**config.mk**
```make
export PLATFORM = sky130hd
export DESIGN_NAME = ram_rr_controller
export DESIGN_NICKNAME = d
export VERILOG_FILES = /design/src/rtl/ram_ctrl_pkg.sv /design/src/rtl/ram_rr_controller_arb.sv /design/src/rtl/ram_rr_controller.sv
export SDC_FILE = /design/constraint.sdc
export NUM_CORES = 1
export LEC_CHECK = 0
export CORE_AREA = 2 2 59 61
export DETAILED_ROUTE_END_ITERATION = 10
export DIE_AREA = 0 0 61 63
export PLACE_DENSITY = 0.75
export SLEW_MARGIN = 20
export SYNTH_ARGS = -nofsm -noshare
export SYNTH_HDL_FRONTEND = slang
export SYNTH_HIERARCHICAL = 1
export SYNTH_SLANG_ARGS = --single-unit
export TNS_END_PERCENT = 5
```
**constraint.sdc**
```tcl
create_clock -name clk -period 2.2 [get_ports clk]
set_input_delay 0.44 -clock clk [delete_from_list [all_inputs] [get_ports clk]]
set_output_delay 0.44 -clock clk [all_outputs]
set_load 0.01 [all_outputs]
```
**src/rtl/ram_ctrl_pkg.sv**
```systemverilog
// Shared definitions for the RAM round-robin controller: FSM state encoding and port ids.
package ram_ctrl_pkg;

    typedef enum logic [0:0] {
        ST_INIT = 1'b0,
        ST_RUN  = 1'b1
    } state_e;

    localparam logic PORT_A = 1'b0;
    localparam logic PORT_B = 1'b1;

    // Returns the port that did not win, which is where priority moves after a grant.
    function automatic logic other_port(input logic [1:0] gnt);
        return gnt[0] ? PORT_B : PORT_A;
    endfunction

endpackage

```
**src/rtl/ram_rr_controller_arb.sv**
```systemverilog
// Two-way round-robin arbiter: one-hot grant, priority pointer moves away from each winner.
module rr_arb2
    import ram_ctrl_pkg::*;
(
    input  logic       clk,
    input  logic       rst_n,
    input  logic [1:0] req,
    input  logic       advance,
    output logic [1:0] gnt
);

    logic rr_ptr_r;
    logic [1:0] gnt_s;

    // Grant decode: a lone requester wins, contention is settled by the pointer.
    always_comb begin
        gnt_s = 2'b00;
        case (req)
            2'b01:   gnt_s = 2'b01;
            2'b10:   gnt_s = 2'b10;
            2'b11:   gnt_s = (rr_ptr_r == PORT_A) ? 2'b01 : 2'b10;
            default: gnt_s = 2'b00;
        endcase
    end

    // Priority pointer update after every issued grant.
    always_ff @(posedge clk or negedge rst_n) begin
        if (!rst_n) begin
            rr_ptr_r <= PORT_A;
        end else if (advance && (gnt_s != 2'b00)) begin
            rr_ptr_r <= other_port(gnt_s);
        end else begin
            rr_ptr_r <= rr_ptr_r;
        end
    end

    assign gnt = gnt_s;

endmodule

```
**src/rtl/ram_rr_controller.sv**
```systemverilog
// Sequencer/arbiter in front of a single-port synchronous RAM: zero sweep after reset,
// then round-robin sharing between ports A and B with a one-cycle read return.
module ram_rr_controller
    import ram_ctrl_pkg::*;
#(
    parameter int DATA_WIDTH = 8,
    parameter int ADDR_WIDTH = 7,
    parameter int MEM_DEPTH  = 128
) (
    input  logic                  clk,
    input  logic                  rst_n,
    input  logic                  a_valid,
    input  logic                  a_we,
    input  logic [ADDR_WIDTH-1:0] a_addr,
    input  logic [DATA_WIDTH-1:0] a_wdata,
    output logic                  a_ready,
    output logic                  a_rvalid,
    output logic [DATA_WIDTH-1:0] a_rdata,
    input  logic                  b_valid,
    input  logic                  b_we,
    input  logic [ADDR_WIDTH-1:0] b_addr,
    input  logic [DATA_WIDTH-1:0] b_wdata,
    output logic                  b_ready,
    output logic                  b_rvalid,
    output logic [DATA_WIDTH-1:0] b_rdata,
    output logic                  ram_we,
    output logic [ADDR_WIDTH-1:0] ram_addr,
    output logic [DATA_WIDTH-1:0] ram_din,
    input  logic [DATA_WIDTH-1:0] ram_dout,
    output logic                  init_done
);

    localparam logic [ADDR_WIDTH-1:0] LAST_ADDR = ADDR_WIDTH'(MEM_DEPTH - 1);
    localparam logic [ADDR_WIDTH-1:0] ADDR_ONE  = {{(ADDR_WIDTH-1){1'b0}}, 1'b1};

    state_e                  state_r;
    state_e                  state_nxt_s;
    logic [ADDR_WIDTH-1:0]   init_cnt_r;
    logic [1:0]              req_s;
    logic [1:0]              gnt_s;
    logic                    rd_issue_s;
    logic                    rd_pending_r;
    logic                    rd_port_r;
    logic                    ram_we_s;
    logic [ADDR_WIDTH-1:0]   ram_addr_s;
    logic [DATA_WIDTH-1:0]   ram_din_s;

    // Requests are only presented to the arbiter once the sweep is over, so they wait rather than drop.
    assign req_s = (state_r == ST_RUN) ? {b_valid, a_valid} : 2'b00;

    rr_arb2 u_arb (
        .clk     (clk),
        .rst_n   (rst_n),
        .req     (req_s),
        .advance (1'b1),
        .gnt     (gnt_s)
    );

    // FSM state register.
    always_ff @(posedge clk or negedge rst_n) begin
        if (!rst_n) begin
            state_r <= ST_INIT;
        end else begin
            state_r <= state_nxt_s;
        end
    end

    // Next-state logic: leave INIT after the write to the last word.
    always_comb begin
        state_nxt_s = state_r;
        case (state_r)
            ST_INIT: begin
                if (init_cnt_r == LAST_ADDR) begin
                    state_nxt_s = ST_RUN;
                end else begin
                    state_nxt_s = ST_INIT;
                end
            end
            ST_RUN:  state_nxt_s = ST_RUN;
            default: state_nxt_s = ST_INIT;
        endcase
    end

    // Output logic: sweep writes in INIT, granted request drives the RAM in RUN.
    always_comb begin
        ram_we_s   = 1'b0;
        ram_addr_s = {ADDR_WIDTH{1'b0}};
        ram_din_s  = {DATA_WIDTH{1'b0}};
        case (state_r)
            ST_INIT: begin
                ram_we_s   = rst_n;
                ram_addr_s = init_cnt_r;
                ram_din_s  = {DATA_WIDTH{1'b0}};
            end
            ST_RUN: begin
                if (gnt_s[0]) begin
                    ram_we_s   = a_we;
                    ram_addr_s = a_addr;
                    ram_din_s  = a_wdata;
                end else if (gnt_s[1]) begin
                    ram_we_s   = b_we;
                    ram_addr_s = b_addr;
                    ram_din_s  = b_wdata;
                end else begin
                    ram_we_s   = 1'b0;
                    ram_addr_s = {ADDR_WIDTH{1'b0}};
                    ram_din_s  = {DATA_WIDTH{1'b0}};
                end
            end
            default: begin
                ram_we_s   = 1'b0;
                ram_addr_s = {ADDR_WIDTH{1'b0}};
                ram_din_s  = {DATA_WIDTH{1'b0}};
            end
        endcase
    end

    // Sweep address counter.
    always_ff @(posedge clk or negedge rst_n) begin
        if (!rst_n) begin
            init_cnt_r <= {ADDR_WIDTH{1'b0}};
        end else if (state_r == ST_INIT) begin
            init_cnt_r <= init_cnt_r + ADDR_ONE;
        end else begin
            init_cnt_r <= init_cnt_r;
        end
    end

    assign rd_issue_s = (gnt_s[0] & ~a_we) | (gnt_s[1] & ~b_we);

    // Read-return pipeline: remembers which port issued the read accepted last edge.
    always_ff @(posedge clk or negedge rst_n) begin
        if (!rst_n) begin
            rd_pending_r <= 1'b0;
            rd_port_r    <= PORT_A;
        end else begin
            rd_pending_r <= rd_issue_s;
            rd_port_r    <= rd_issue_s ? gnt_s[1] : rd_port_r;
        end
    end

    assign a_ready   = gnt_s[0];
    assign b_ready   = gnt_s[1];
    assign a_rvalid  = rd_pending_r & (rd_port_r == PORT_A);
    assign b_rvalid  = rd_pending_r & (rd_port_r == PORT_B);
    assign a_rdata   = a_rvalid ? ram_dout : {DATA_WIDTH{1'b0}};
    assign b_rdata   = b_rvalid ? ram_dout : {DATA_WIDTH{1'b0}};
    assign ram_we    = ram_we_s;
    assign ram_addr  = ram_addr_s;
    assign ram_din   = ram_din_s;
    assign init_done = (state_r == ST_RUN);

endmodule
```
### Yosys cells after proc, flatten, opt, wreduce, memory -nomap -nowiden

Cells that the tools add are included.

| word-level totals | value |
|---|---|
| logic and storage cells | 37 |
| bits in registers | 11 |
| bits of input ports | 44 |
| output and inout bits | 37 |

| cells by class | value |
|---|---|
| eq/ne operators | 4 |
| reduce and logical (&&, ||, !) cells | 1 |
| add/subtract/negate cells | 1 |
| bitwise logic cells | 9 |
| muxes and demuxes | 17 |

Operators with widths:

| cell | number |
|---|---|
| two-way mux 8 bit | 4 |
| one-hot mux 8 bit (2 select lines) | 1 |
| two-way mux 7 bit | 2 |
| one-hot mux 7 bit (2 select lines) | 1 |
| adder 7 x 1 -> 7 bit (second input constant) | 1 |
| equality test 7 bit (second input constant) | 1 |
| one-hot mux 2 bit (3 select lines) | 1 |
| AND 1 bit | 4 |
| equality test 2 bit (second input constant) | 2 |
| two-way mux 1 bit | 4 |
| two-way mux 2 bit | 2 |
| inverter 1 bit | 4 |
| one-hot mux 1 bit (2 select lines) | 2 |
| equality test 2 x 1 -> 1 bit (second input constant) | 1 |
| nonzero test 2 bit | 1 |
| bitwise OR 1 bit | 1 |

### Logic depth before layout (Yosys ltp)

| depth | value |
|---|---|
| depth after elaboration | 6 |
| depth in mapped cells | 8 |
| depth with buffers taken out | 5 |

### Modules after synthesis

The synthesis kept the hierarchy.

Modules (own cells, without submodules):

| module | area each (µm²) | cells each | seq. area each (µm²) | times used |
|---|---|---|---|---|
| ram_rr_controller | 920.9 | 103 | 250.2 | 1 |
| rr_arb2 | 55.1 | 6 | 25.0 | 1 |

### Worst setup path after synthesis

Ideal clock, no wire load.

| timing | value |
|---|---|
| path type | reg-to-output |
| start point | reg state_r, in the netlist init_done |
| end point | out ram_din[6] |
| setup slack | -0.219 ns |
| stages on the path, launching flop included | 9 |
| buffers on the path | 3 |
| required time | 1.760 ns |
| data arrival time | 1.979 ns |
| cell sequence | dfrtp_1 -> clkbuf_1 -> and2_1 -> a21boi_0 -> buf_6 -> buf_4 -> nand2_1 -> o21ai_0 -> and2_1 |

| on the way | value |
|---|---|
| elaborated cells between the ends (all ways) | 9 |
| those cells by class | 3 x eq/ne; 5 x mux; 1 x bitwise |

RTL lines:

| what | line | source |
|---|---|---|
| start: declaration | ram_rr_controller.sv:36 | `state_e state_r;` |
| start signal: assignment | ram_rr_controller.sv:64 | `state_r <= state_nxt_s;` |
| two-way mux 2 bit (*) | ram_rr_controller.sv:49 | `assign req_s = (state_r == ST_RUN) ? {b_valid, a_valid} : 2'b00;` |
| net req_s[0] | ram_rr_controller.sv:39 | `logic [1:0] req_s;` |
| equality test 2 bit / equality test 2 x 1 -> 1 bit (equally long branches) | ram_rr_controller_arb.sv:18 | `case (req)` |
| one-hot mux 2 bit (3 select lines) (*) | ram_rr_controller_arb.sv:18 |  |
| net a_ready | ram_rr_controller.sv:16 | `output logic a_ready,` |
| two-way mux 8 bit (*) | ram_rr_controller.sv:96 | `if (gnt_s[0]) begin` |
| one-hot mux 8 bit (2 select lines) (*) | ram_rr_controller.sv:89 | `case (state_r)` |
| end: declaration | ram_rr_controller.sv:28 | `output logic [DATA_WIDTH-1:0] ram_din,` |

Mark *: on every way through the listed nets, which the timed path passes. The rest lies on a longest branch.

### Final worst setup path

| timing | value |
|---|---|
| start point | reg state_r, in the netlist init_done |
| end point | out ram_we |

| on the way | value |
|---|---|
| word-level cells in the longest chain between the ends | 6 |
| elaborated cells between the ends (all ways) | 9 |
| those cells by class | 3 x eq/ne; 5 x mux; 1 x bitwise |

RTL lines:

| what | line | source |
|---|---|---|
| two-way mux 2 bit (*) | ram_rr_controller.sv:49 |  |
| net req_s[0] | ram_rr_controller.sv:39 |  |
| equality test 2 bit / equality test 2 x 1 -> 1 bit (equally long branches) | ram_rr_controller_arb.sv:18 |  |
| one-hot mux 2 bit (3 select lines) (*) | ram_rr_controller_arb.sv:18 |  |
| two-way mux 1 bit | ram_rr_controller.sv:100 | `end else if (gnt_s[1]) begin` |
| two-way mux 1 bit (*) | ram_rr_controller.sv:96 |  |
| one-hot mux 1 bit (2 select lines) (*) | ram_rr_controller.sv:89 |  |
| end: declaration | ram_rr_controller.sv:26 | `output logic ram_we,` |

Marked as above.

==> impl_metrics.env <==
export IMPL_core_sq_mm=0.00323
export IMPL_synth_xor_area_frac=0.0538
export IMPL_grt_usage=0.178
export IMPL_start_util=0.302
export IMPL_setup_viol=8
export IMPL_path_common_cell="buf_4"
export IMPL_synthSimpleGateAreaFrac=0.287
export IMPL_ys_seq_area_frac=0.282
export IMPL_synth_top_cell_area_share=0.282
export IMPL_finalInstanceArea_sq_mm=0.00195
export IMPL_cts_buffer_depth=2
export IMPL_cap_viol_max_count=0
export IMPL_critPathKind="flip-flop to primary output"
export IMPL_rsz0062_at_grt="yes"
export IMPL_peakVddDrop_mv=0.114
export IMPL_dp_cells=237
export IMPL_drt_initial_drc_count=10
export IMPL_synth_ff_type="dfrtp_1"
export IMPL_area_delta_synth_final_pct=100
export IMPL_hpwl_microns=2650
export IMPL_finalHoldViolCount=0
export IMPL_drive_gt1_frac=0.322
export IMPL_arrival_ns=1.80
export IMPL_ys_ff_latch=11
export IMPL_drv_slew=0
export IMPL_critPathCapture="ram_we"
export IMPL_dpl_cell_area_sq_mm=0.00189
export IMPL_numCtsBuffers=3
export IMPL_yosys_area_top_type="dfrtp_1"
export IMPL_crit_start="init_done"
export IMPL_yosysWarnings=6
export IMPL_cts_hold_buf=0
export IMPL_cts_sinks=11
export IMPL_r2r_start="init_done"
export IMPL_ys_types=31
export IMPL_synthAdderAreaFrac=0.0128
export IMPL_overflow=0
export IMPL_detail_route_drc_violations=0
export IMPL_grt_max_degree=25
export IMPL_ff_latch_area_sq_um=275
export IMPL_power_density_mw_per_mm2=218
export IMPL_p_leak_nw=0.801
export IMPL_post_route_period_util=1.02
export IMPL_globalRoute_busiestLayer="met2"
export IMPL_violations="setup timing"
export IMPL_rr_worst_depth=8
export IMPL_cp_required_ns=1.76
export IMPL_synth_edf_count=0
export IMPL_holdCritPathClass="flip-flop to flip-flop"
export IMPL_rows=21
export IMPL_gp_congestion=0.689
export IMPL_layout_nets=248
export IMPL_ioPinCount=81
export IMPL_period_needed_ns=2.24
export IMPL_multi_input_comb_area_sq_um=704
export IMPL_syn_cell_area_sq_um=976
export IMPL_antenna_found_initial=0
export IMPL_die_h_microns=63
export IMPL_use_met3=0.0269
export IMPL_fp_dieW_microns=61
export IMPL_synthTopCellsByArea="dfrtp_1 28%, a22oi_2 10%, and2_1 7.7%"
export IMPL_path_clk_slew_ns=0.07
export IMPL_grt_use_met2=0.345
export IMPL_finalClockSkew_ns=0.00253
export IMPL_critPathSlowestCell="dfrtp_1"
export IMPL_routedWlPerCell_microns=13.3
export IMPL_met1_usage=0.191
export IMPL_via_count=1133
export IMPL_critPathBufInv=4
export IMPL_avgSynthCellArea_sq_um=8.95
export IMPL_cts_tree="done"
export IMPL_dr_pass1_iters=4
export IMPL_vias_per_cell=4.57
export IMPL_r2r_end="rd_port_r"
export IMPL_path_delay_family="buffers and inverters"
export IMPL_grt_pass1_vias=1170
export IMPL_fin_cells=248
export IMPL_synth_top_family_by_area="compound AO/OA/AOI/OAI gates"
export IMPL_grt_first_pass_wirelength_microns=5200
export IMPL_critPathMaxFanout=10
export IMPL_critPathMaxStageDelay_ns=0.42
export IMPL_netlist_instances=109
export IMPL_synth_compound_area_share=0.287
export IMPL_reg2reg_slack_ns=0.60
export IMPL_status="finished with violations"
export IMPL_synth_mux_area_frac=0.0115
export IMPL_insertion_delay_ns=0.25
export IMPL_htree_levels=1
export IMPL_n_antenna_cell=0
export IMPL_preCtsSetupSlack_ns=-0.590
export IMPL_wl_microns=3290
export IMPL_clockRootBuffer="clkbuf_4"
export IMPL_crit_chain="and2_4 > a21boi_4 > buf_4 > buf_12 > buf_4 > a22oi_2 > a21oi_2 > buf_2"
export IMPL_die_area_sq_mm=0.00384
export IMPL_worst_setup_path_start_kind="flip-flop"
export IMPL_fillers=305
export IMPL_ant_nets=0
export IMPL_synth_async_sr_flop_share=1.00
export IMPL_max_freq_mhz=446
export IMPL_cp_depth=8
export IMPL_endpoint_kind="primary output"
export IMPL_layout_setup_ws_ns=-0.0413
export IMPL_port_buffers=80
logic make-up after synthesis:
family | Yosys count
xor+xnor | 6
buf+inv | 10
mux | 1
compound gates | 32
other cells | 1
simple gates | 47
flops | 11
fa+ha+maj | 1
state kept, by name, summed over array words and instances (netlist names):
register / count
init_cnt_r: 7
init_done: 1
rd_pending_r: 1
rd_port_r: 1
u_arb/rr_ptr_r: 1
final cells by class:
| cell class | instances | area share |
|---|---|---|
| multi-input combinational | 89 | 0.360 |
| inverter | 2 | 0.00384 |
| sequential | 11 | 0.141 |
| timing repair buffer | 96 | 0.452 |
| tap | 46 | 0.0294 |
| clock buffer | 4 | 0.0134 |
metal layers:
layer  wire length (microns)  vias up  part of all wire
met5                       0        -                 0
met4                      39        0             0.012
met3                     246        4             0.075
met1                    1190      506              0.36
li1                        -      569                 -
met2                    1810       54              0.55
power by group:
group          switching [W]  internal [W]  leakage [nW]   total, W
registers                  0      0.000202         0.139   0.000202
clock network      0.0000601     0.0000698        0.0150   0.000130
logic              0.0000245     0.0000693         0.647  0.0000937
total              0.0000846      0.000341         0.801   0.000426
synthesized netlist by cell type, types with 2 or more instances:
library cell,n
and2_1,12
dfrtp_1,11
nor2_1,9
a21oi_2,8
a22oi_2,8
and3_1,8
nor2b_1,8
a22oi_1,7
xnor2_1,5
buf_2,3
nand2_1,3
a21oi_1,2
buf_6,2
clkbuf_1,2
inv_1,2
nand2b_1,2
nand4b_1,2
o21ai_0,2
cells in the final DEF (no fill, tap or decap), types with 3 or more instances in the layout:
cell	Yosys	routed
clkdlybuf4s50_1	0	60
and3_1	8	8
a21oi_2	8	8
nor2_1	9	9
xnor2_1	5	5
nor2b_1	8	7
a22oi_2	8	14
buf_4	1	10
buf_6	2	3
dfrtp_1	11	11
dlygate4sd2_1	0	3
buf_2	3	15
clkbuf_4	0	3
and2_1	12	10
nand2_1	3	3
worst min path at each step:
stage,startpoint,endpoint,cells after the start
floorplan,rst_n,init_cnt_r[0],0
global placement,init_cnt_r[5],init_cnt_r[5],1
detailed placement,init_cnt_r[5],init_cnt_r[5],1
CTS,init_cnt_r[5],init_cnt_r[5],1
global route,rst_n,init_cnt_r[4],2
finish,init_cnt_r[5],init_cnt_r[5],1
through the flow:
step           power [W]  TNS [ns]  hold slack (ns)  utilization
5_1_grt         0.000452     -1.35            0.541        0.605
3_3_place_gp    0.000298     -9.20            0.481        0.583
6_report        0.000426    -0.245            0.515        0.605
4_1_cts         0.000428    -0.141            0.512        0.606
2_1_floorplan   0.000209         0            0.144            -
3_5_place_dp    0.000300     -9.57            0.494        0.583
repair_timing:
action / 4_1_cts / 5_1_grt
setup buffers: 7 / 1
setup endpoints to repair: 18 / 25
pin swaps: 7 / 3
cloned: 1 / 0
resized for setup: 74 / 11
Note: power is estimated with default switching activity, not from simulation.
